$ cat src/rtl/crypto_sequencer_pkg.sv
// Shared definitions for the crypto request sequencer: op codes, error codes, FSM states.
// No logic of its own; all latency lives in the sequencer and its timer.
// No flow control here; handshakes are owned by crypto_sequencer.
package crypto_pkg;

  localparam int CRYPTO_W = 16;

  localparam logic [1:0] OP_ENC = 2'b01;
  localparam logic [1:0] OP_DEC = 2'b10;

  typedef enum logic [1:0] {
    ERR_OK      = 2'b00,
    ERR_OP      = 2'b01,
    ERR_TIMEOUT = 2'b10
  } err_t;

  typedef enum logic [2:0] {
    ST_IDLE,
    ST_CLEAR,
    ST_START,
    ST_WAIT,
    ST_RESP
  } seq_state_t;

  // Only encrypt and decrypt are ever forwarded to the core.
  function automatic logic op_legal(input logic [1:0] op);
    return (op == OP_ENC) || (op == OP_DEC);
  endfunction

endpackage

$ cat src/rtl/crypto_sequencer_pulse_timer.sv
// Loadable down-counter that holds an enable high for exactly load_val cycles.
// Enable rises the cycle after load; 'last' flags the final enabled cycle.
// No backpressure; a new load simply restarts the count.
module seq_pulse_timer #(
  parameter int CW = 4
) (
  input  logic          clk,
  input  logic          rst,
  input  logic          load,
  input  logic [CW-1:0] load_val,
  output logic          active,
  output logic          last
);

  logic [CW-1:0] cnt;

  // Count down to zero after a load; zero means idle.
  always_ff @(posedge clk) begin
    if (rst) begin
      cnt <= '0;
    end else if (load) begin
      cnt <= load_val;
    end else if (cnt != '0) begin
      cnt <= cnt - 1'b1;
    end
  end

  assign active = (cnt != '0);
  assign last   = (cnt == CW'(1));

endmodule

$ cat src/rtl/crypto_sequencer.sv
// Request-side sequencer: accepts one crypto job, drives core clear/begin, returns the result.
// Latency: clr 1..CLR_CYCLES after accept, then BGN_CYCLES of begin; resp one cycle after last strobe.
// One job in flight; req_ready only in IDLE, response held stable until resp_ready.
module crypto_sequencer
  import crypto_pkg::*;
#(
  parameter int W          = CRYPTO_W,
  parameter int CLR_CYCLES = 2,
  parameter int BGN_CYCLES = 10,
  parameter int TIMEOUT    = 255
) (
  input  logic         clk,
  input  logic         rst,
  input  logic         req_valid,
  output logic         req_ready,
  input  logic [1:0]   req_op,
  input  logic [W-1:0] req_data,
  input  logic [W-1:0] req_key,
  output logic         resp_valid,
  input  logic         resp_ready,
  output logic [W-1:0] resp_data,
  output logic [W-1:0] resp_key,
  output logic [1:0]   resp_err,
  output logic         busy,
  output logic         core_clr,
  output logic         core_bgn,
  output logic [1:0]   core_mode,
  output logic [W-1:0] core_data_in,
  output logic [W-1:0] core_key_in,
  input  logic [W-1:0] core_data_out,
  input  logic [W-1:0] core_key_out,
  input  logic         core_data_done,
  input  logic         core_key_done
);

  seq_state_t   state, state_nxt;
  logic [1:0]   lat_op;
  logic [W-1:0] lat_data, lat_key;
  logic         data_seen, key_seen;
  logic [7:0]   tmo_cnt;
  err_t         err_q;

  logic accept, op_ok, run_phase, done_all, tmo_hit;
  logic clr_active, clr_last, bgn_active, bgn_last;

  assign accept    = req_valid && req_ready;
  assign op_ok     = op_legal(req_op);
  assign run_phase = (state == ST_START) || (state == ST_WAIT);
  // Counts a strobe arriving this cycle so resp follows the second strobe by one cycle.
  assign done_all  = (data_seen || core_data_done) && (key_seen || core_key_done);
  assign tmo_hit   = (tmo_cnt == 8'(TIMEOUT));

  seq_pulse_timer #(.CW(4)) u_clr_timer (
    .clk      (clk),
    .rst      (rst),
    .load     (accept && op_ok),
    .load_val (4'(CLR_CYCLES)),
    .active   (clr_active),
    .last     (clr_last)
  );

  seq_pulse_timer #(.CW(4)) u_bgn_timer (
    .clk      (clk),
    .rst      (rst),
    .load     ((state == ST_CLEAR) && clr_last),
    .load_val (4'(BGN_CYCLES)),
    .active   (bgn_active),
    .last     (bgn_last)
  );

  // State register.
  always_ff @(posedge clk) begin
    if (rst) state <= ST_IDLE;
    else     state <= state_nxt;
  end

  // Next-state: illegal ops skip the core entirely; completion beats timeout in WAIT.
  always_comb begin
    state_nxt = state;
    case (state)
      ST_IDLE:  if (accept)                state_nxt = op_ok ? ST_CLEAR : ST_RESP;
      ST_CLEAR: if (clr_last)              state_nxt = ST_START;
      ST_START: if (bgn_last)              state_nxt = ST_WAIT;
      ST_WAIT:  if (done_all || tmo_hit)   state_nxt = ST_RESP;
      ST_RESP:  if (resp_ready)            state_nxt = ST_IDLE;
      default:                             state_nxt = ST_IDLE;
    endcase
  end

  // Job latches, strobe capture, timeout counter and error code.
  always_ff @(posedge clk) begin
    if (rst) begin
      lat_op    <= '0;
      lat_data  <= '0;
      lat_key   <= '0;
      resp_data <= '0;
      resp_key  <= '0;
      data_seen <= 1'b0;
      key_seen  <= 1'b0;
      tmo_cnt   <= '0;
      err_q     <= ERR_OK;
    end else begin
      if (accept) begin
        lat_op    <= req_op;
        lat_data  <= req_data;
        lat_key   <= req_key;
        resp_data <= '0;
        resp_key  <= '0;
        data_seen <= 1'b0;
        key_seen  <= 1'b0;
        err_q     <= op_ok ? ERR_OK : ERR_OP;
      end
      if ((state == ST_CLEAR) && clr_last) begin
        tmo_cnt <= '0;
      end else if (run_phase) begin
        tmo_cnt <= tmo_cnt + 1'b1;
      end
      if (run_phase && core_data_done) begin
        resp_data <= core_data_out;
        data_seen <= 1'b1;
      end
      if (run_phase && core_key_done) begin
        resp_key <= core_key_out;
        key_seen <= 1'b1;
      end
      if ((state == ST_WAIT) && !done_all && tmo_hit) begin
        err_q <= ERR_TIMEOUT;
      end
      if ((state == ST_RESP) && resp_ready) begin
        data_seen <= 1'b0;
        key_seen  <= 1'b0;
      end
    end
  end

  // Handshake and core-control outputs decoded from state; req_ready held low during reset.
  always_comb begin
    req_ready  = (state == ST_IDLE) && !rst;
    busy       = (state != ST_IDLE);
    resp_valid = (state == ST_RESP);
    core_clr   = (state == ST_CLEAR) && clr_active;
    core_bgn   = (state == ST_START) && bgn_active;
  end

  assign core_mode    = lat_op;
  assign core_data_in = lat_data;
  assign core_key_in  = lat_key;
  assign resp_err     = err_q;

endmodule

$ cat config.mk
export PLATFORM = sky130hd
export DESIGN_NAME = crypto_sequencer
export DESIGN_NICKNAME = d
export VERILOG_FILES = /design/src/rtl/crypto_sequencer_pkg.sv /design/src/rtl/crypto_sequencer_pulse_timer.sv /design/src/rtl/crypto_sequencer.sv
export SDC_FILE = /design/constraint.sdc
export NUM_CORES = 1
export LEC_CHECK = 0
export CAP_MARGIN = 0
export CORE_MARGIN = 1.5
export CORE_UTILIZATION = 47
export CTS_CLUSTER_SIZE = 8
export DETAILED_ROUTE_END_ITERATION = 8
export PLACE_DENSITY = 0.89
export SLEW_MARGIN = 20
export SYNTH_ARGS = -nofsm -noshare
export SYNTH_HDL_FRONTEND = slang
export SYNTH_SLANG_ARGS = --single-unit
$ cat constraint.sdc
create_clock -name clk -period 5.4 [get_ports clk]
set_clock_uncertainty 0.2 [all_clocks]
set_input_delay 1.08 -clock clk [delete_from_list [all_inputs] [get_ports clk]]
set_output_delay 1.08 -clock clk [all_outputs]
set_load 0.05 [all_outputs]
==> results of run 1 <==
==> layout by cell type, fill, tap and decap left out, types with 4 or more instances in the layout <==
cell,Yosys,routed
clkdlybuf4s50_1,0,143
nand2_1,116,116
dfxtp_1,89,89
nor2_1,47,47
nand3b_1,39,39
a2bb2oi_1,32,32
nor3_1,9,9
clkbuf_8,0,9
a21oi_1,8,8
xnor2_1,8,8
and2_1,7,6
a31oi_1,5,5
o21ai_0,4,4
==> power groups by stage <==
| stage | clock [mW] | combinational (mW) | sequential [mW] |
|---|---|---|---|
| 6_report | 0.403 | 0.408 | 0.723 |
| 5_1_grt | 0.444 | 0.429 | 0.729 |
| 4_1_cts | 0.413 | 0.411 | 0.722 |
| 3_5_place_dp | 0 | 0.408 | 0.737 |
| 3_3_place_gp | 0 | 0.405 | 0.735 |
| 2_1_floorplan | 0 | 0.145 | 0.848 |
==> layout make-up <==
type / count / area [sq um]
Timing Repair Buffer: 147 / 1460
Inverter: 2 / 7.51
Fill cell: 591 / 2150
Clock inverter: 6 / 43.8
Tap cell: 99 / 124
Sequential cell: 89 / 1780
Multi-Input combinational cell: 307 / 1710
Clock buffer: 10 / 128
==> state kept, by name (all words and copies together) (netlist names) <==
name	count
core_data_in	16
core_mode	2
tmo_cnt	8
core_key_in	16
u_bgn_timer.cnt	4
resp_err	2
data_seen	1
resp_data	16
key_seen	1
resp_key	16
state	3
u_clr_timer.cnt	4
==> worst max-delay path, stage by stage <==
cell             delay, ns
buf_2                 0.31
nor4_2                0.30
clkdlybuf4s50_1       0.86
==> metal layers <==
metal,global-route usage [%],vias up
met1,27.3,1618
met5,0,-
met2,40.5,115
li1,-,1702
met3,4.10,16
met4,9.38,0
==> cell families (layout without fill, tap and decap cells) <==
| family | count (synthesis) | count (layout) |
|---|---|---|
| buf+inv | 34 | 165 |
| flops | 89 | 89 |
| mux | 2 | 2 |
| simple gates | 235 | 235 |
| fa+ha+maj | 1 | 1 |
| xor+xnor | 9 | 9 |
| compound gates | 60 | 60 |
==> worst paths after layout <==
| check | start | end | depth (start not counted) |
|---|---|---|---|
| worst min-delay path | core_key_in[5] | core_key_in[5] | 2 |
| worst max-delay path | rst | req_ready | 3 |
| worst min register to register | core_key_in[5] | core_key_in[5] | 2 |
| worst max register to register | state[0] | resp_key[8] | 5 |
==> out/metrics.yaml, run 1 <==
place:
  port_buffers: 144
  place_ws_ns: 1.53
  dpl.cell_count: 644
  place_congestion: 0.822
  dp_hpwl_mm: 6.69
  placedInstanceArea_sq_um: 5090
logic_synthesis:
  synth_mux_area_share_pct: 0.684
  ys_seq_area_share_pct: 48.7
  synth_compound_area_share_pct: 13.1
  synth_top_family_by_area: "simple AND/OR/NAND/NOR gates"
  yosysTopAreaCellShare_pct: 48.7
  syn_nets: 503
  syn_area_per_cell_sq_um: 8.51
  synthArstFlopShare_pct: 0
  yosys.area.top_type: "dfxtp_1"
  postSynthCellCount: 430
  synth_edf_count: 0
  ys_seq_elements: 89
  ys.flop_type: "dfxtp_1"
  netlist_area_sq_um: 3660
  synth_commonest_cells: "116 x nand2_1, 89 x dfxtp_1, 47 x nor2_1, 39 x nand3b_1, 32 x a2bb2oi_1"
  yosysWarnings: 0
  synthSimpleGateAreaFrac_pct: 30.5
  synth_fa_ha_area_share_pct: 0.342
  synth.distinct_cells: 37
  synthMostInstantiatedCell: "nand2_1"
  ys_top_cells_by_area: "dfxtp_1 49%, nand2_1 12%, nand3b_1 8.0%"
  synth_xor_area_share_pct: 2.15
routing:
  met2_length_mm: 4.66
  vias: 3451
  drc: 0
  drt_iter0_markers: 106
  wl_met1_mm: 4.14
  wire_per_inst_um: 14.4
  ant_nets: 0
  first_pass_iters: 5
  routed_wirelength_mm: 9.50
  met3_length_um: 500
  routed.top_layer: "met4"
  viasPerCell: 5.23
run_status:
  outcome: "complete, no violations"
timing:
  drv_slew: 0
  timing.hold.ws_ns: 0.277
  setup_viol: 0
  setup_tns_ns: 0
  hold_viol_final: 0
  timing.final.crit_period_ns: 3.86
  fmax_mhz: 259
  rsz0062_at_grt: "false"
  finalCritPeriodShare_pct: 71.6
  slew_headroom_pct: 43.9
  worst_slack_ns: 1.54
  worst_pin_slew_ns: 0.840
critical_path:
  cp_max_fo: 39
  worstPathRequired_ns: 4.12
  critPathLaunchType: "primary input"
  path_class: "primary input to output port"
  ff2ff_setup_slack_ns: 2.78
  arrival_ns: 2.58
  critPathCaptureType: "output port"
cells_and_area:
  area.growth.synth_to_final_pct: 43.6
  diodes: 0
  finalNonFillerCells: 660
  nNetsFinal: 629
  post-route-util_pct: 71.0
  drive_gt1_share_pct: 4.63
  fin_area_sq_um: 5260
global_routing:
  grt_pass1_wl_mm: 15.5
  antenna_found_initial: 0
  track_usage_pct: 23.0
  grt_pass1_vias: 3322
  grt_max_degree: 45
  globalRouteOverflowTotal: 0
floorplan:
  std_cell_rows: 31
  start_util_pct: 49.4
  coreArea_sq_um: 7410
  die-area_sq_um: 8330
  dieHeight_um: 91.3
  ioPinCount: 145
  die_x_um: 91.3
clock_tree:
  ctsResizeCount: 0
  cts-root-buf: "clkbuf_8"
  clock_latency_ns: 0.34
  cts_buffers: 9
  clkTransAtPathRegs_ns: 0.08
  clk_path_buf_depth: 2
  cts.htree.levels: 3
  post_cts_buffers: 0
  hold_buffers: 0
  numClockSinks: 89
  cts_tree: "yes"
power_and_ir_drop:
  p_switching_mw: 0.503
  vdd_drop_max_v: 0.000193
  p_leak_nw: 2.06
  seq_power_share_pct: 47.1
  p_per_area_nw_per_um2: 292
  comb_power_share_pct: 26.6
  clock_power_share_pct: 26.3
  p_sw_share_pct: 32.8
  total_power_mw: 1.53
  intPower_mw: 1.03
min_path:
  hold_path_class: "register to register"
flow_run:
  max-cap-violations: 0
(Power assumes the default switching activity.)
==> inputs of run 2 (changes only) <==
--- a/config.mk
+++ b/config.mk
@@ -7,10 +7,10 @@
 export LEC_CHECK = 0
 export CAP_MARGIN = 0
 export CORE_MARGIN = 1.5
-export CORE_UTILIZATION = 47
+export CORE_UTILIZATION = 39
 export CTS_CLUSTER_SIZE = 8
 export DETAILED_ROUTE_END_ITERATION = 8
-export PLACE_DENSITY = 0.89
+export PLACE_DENSITY = 0.79
 export SLEW_MARGIN = 20
 export SYNTH_ARGS = -nofsm -noshare
 export SYNTH_HDL_FRONTEND = slang
==> constraint.sdc (replaced) <==
create_clock -name clk -period 3.35 [get_ports clk]
set_clock_uncertainty 0.2 [all_clocks]
set_input_delay 0.67 -clock clk [delete_from_list [all_inputs] [get_ports clk]]
set_output_delay 0.67 -clock clk [all_outputs]
set_load 0.05 [all_outputs]
==> out/metrics.yaml, run 2 (synthesis gave the netlist of run 1 again) <==
run_status:
  outcome: "complete, no violations"  # unchanged
global_routing:
  globalRouteOverflowTotal: 0  # unchanged
  antenna_found_initial: 0  # unchanged
  grt_max_degree: 66  # was 45
  grt_pass1_wl_mm: 15.6  # was 15.5 mm
  track_usage_pct: 19.4  # was 23.0%
  grt_pass1_vias: 3391  # was 3322
critical_path:
  crit_buf_inv: 1  # was 2
  arrival_ns: 2.17  # was 2.58 ns
  ff2ff_setup_slack_ns: 1.03  # was 2.78 ns
  critPathTopFamily: "buffers and inverters"  # unchanged
  critPathMaxStageDelay_ns: 0.80  # was 0.86 ns
  reg2reg_from: "state[1]"  # was state[0]
  crit_chain: "nor2_1 -> and2_1 -> clkdlybuf4s50_1"  # was buf_2 -> nor4_2 -> clkdlybuf4s50_1
  worst_r2r_endpoint: "data_seen"  # was resp_key[8]
  worstPathRequired_ns: 2.48  # was 4.12 ns
  r2r_cells: 4  # was 5
  critPathLaunchType: "register"  # was primary input
  critPathCaptureType: "output port"  # unchanged
  cp_max_fo: 12  # was 39
  crit_cells: 3  # unchanged
  crit_end: "resp_valid"  # was req_ready
  startpoint: "state[0]"  # was rst
  cp_slowest_cell: "clkdlybuf4s50_1"  # unchanged
  path_class: "register to output port"  # was primary input to output port
clock_tree:
  clk_path_buf_depth: 2  # unchanged
  cts-root-buf: "clkbuf_8"  # unchanged
  ctsResizeCount: 0  # unchanged
  post_cts_buffers: 0  # unchanged
  cts_buffers: 9  # unchanged
  cts.htree.levels: 3  # unchanged
  hold_buffers: 0  # unchanged
  cts_tree: "yes"  # unchanged
  clock_latency_ns: 0.35  # was 0.34 ns
  numClockSinks: 89  # unchanged
  clkTransAtPathRegs_ns: 0.09  # was 0.08 ns
routing:
  routed_wirelength_mm: 9.59  # was 9.50 mm
  ant_nets: 0  # unchanged
  vias: 3454  # was 3451
  wire_per_inst_um: 14.3  # was 14.4 um
  drc: 0  # unchanged
  drt_iter0_markers: 108  # was 106
  first_pass_iters: 4  # was 5
  viasPerCell: 5.14  # was 5.23
timing:
  setup_viol: 0  # unchanged
  timing.hold.ws_ns: 0.275  # was 0.277 ns
  drv_slew: 0  # unchanged
  slew_headroom_pct: 54.1  # was 43.9%
  hold_viol_final: 0  # unchanged
  worst_pin_slew_ns: 0.689  # was 0.840 ns
  rsz0062_at_grt: "false"  # unchanged
  timing.final.crit_period_ns: 3.04
  finalCritPeriodShare_pct: 90.6
  setup_tns_ns: 0  # unchanged
  fmax_mhz: 329
floorplan:
  std_cell_rows: 35  # was 31
  dieHeight_um: 99.9  # was 91.3 um
  die-area_sq_um: 9980  # was 8330 sq um
  die_x_um: 99.9  # was 91.3 um
  start_util_pct: 40.0  # was 49.4%
  coreArea_sq_um: 9150  # was 7410 sq um
  ioPinCount: 145  # unchanged
cells_and_area:
  nNetsFinal: 630  # was 629
  drive_gt1_share_pct: 4.81  # was 4.63%
  diodes: 0  # unchanged
  mostFrequentLayoutCell: "clkdlybuf4s50_1"  # unchanged
  area.growth.synth_to_final_pct: 45.5  # was 43.6%
  final_cell_mix: "142 x clkdlybuf4s50_1, 116 x nand2_1, 89 x dfxtp_1"  # was 143 x clkdlybuf4s50_1, 116 x nand2_1, 89 x dfxtp_1
flow_run:
  max-cap-violations: 0  # unchanged
place:
  place_congestion: 0.873  # was 0.822
  port_buffers: 144  # unchanged
  dp_hpwl_mm: 6.66  # was 6.69 mm
power_and_ir_drop:
  p_leak_nw: 2.08  # was 2.06 nW
  p_per_area_nw_per_um2: 491  # was 292 nW/um^2
  vdd_drop_max_v: 0.000320  # was 0.000193 V
min_path:
  hold_path_class: "register to register"  # unchanged
==> run 2: stage by stage <==
stage / instances / power, mW / cell area (sq um) / worst slack [ns] / util [%]
3_3_place_gp: 657 / 1.84 / 5120 / 0.787 / 55.9
2_1_floorplan: 430 / 1.60 / 3660 / 0.517 / -
4_1_cts: 672 / 2.65 / 5330 / 0.349 / 58.2
3_5_place_dp: 657 / 1.85 / 5120 / 0.735 / 55.9
6_report: 672 / 2.62 / 5330 / 0.314 / 58.2
5_1_grt: 672 / 2.74 / 5330 / 0.189 / 58.2
==> run 2: worst reg2reg max path: stages (launching register included) <==
cell and delay (ns):
dfxtp_1 0.56, nor2b_1 0.50, and2_1 0.65, a21oi_1 0.08
a311oi_1 0.25
==> run 2: report_power, final <==
group	internal (mW)	leakage (nW)	switching [mW]	total (mW)
registers	1.12	0.724	0.0459	1.16
clock network	0.417	0.102	0.373	0.790
logic	0.274	1.26	0.388	0.662
==> run 2: area by class of cell <==
cell class	instances	area (sq um)
Timing Repair Buffer	148	1480
Clock inverter	5	81.3
Fill cell	828	3820
Inverter	2	7.51
Sequential cell	89	1780
Multi-Input combinational cell	307	1710
Clock buffer	10	128
Tap cell	111	139
==> run 2: worst min-delay path by stage <==
stage	cells after the start	startpoint	slack [ns]	to
floorplan	2	u_clr_timer.cnt[3]	0.25	u_clr_timer.cnt[3]
global placement	2	core_data_in[14]	0.26	core_data_in[14]
detailed placement	2	core_data_in[13]	0.26	core_data_in[13]
CTS	2	core_key_in[7]	0.28	core_key_in[7]
global route	2	core_key_in[7]	0.29	core_key_in[7]
finish	2	core_key_in[7]	0.27	core_key_in[7]
==> run 2: metal layers <==
layer / GRT usage, % / share of wire (%)
met5: 0 / 0
met4: 7.37 / 2.0
met3: 5.85 / 6.5
met2: 31.9 / 47
met1: 24.0 / 44
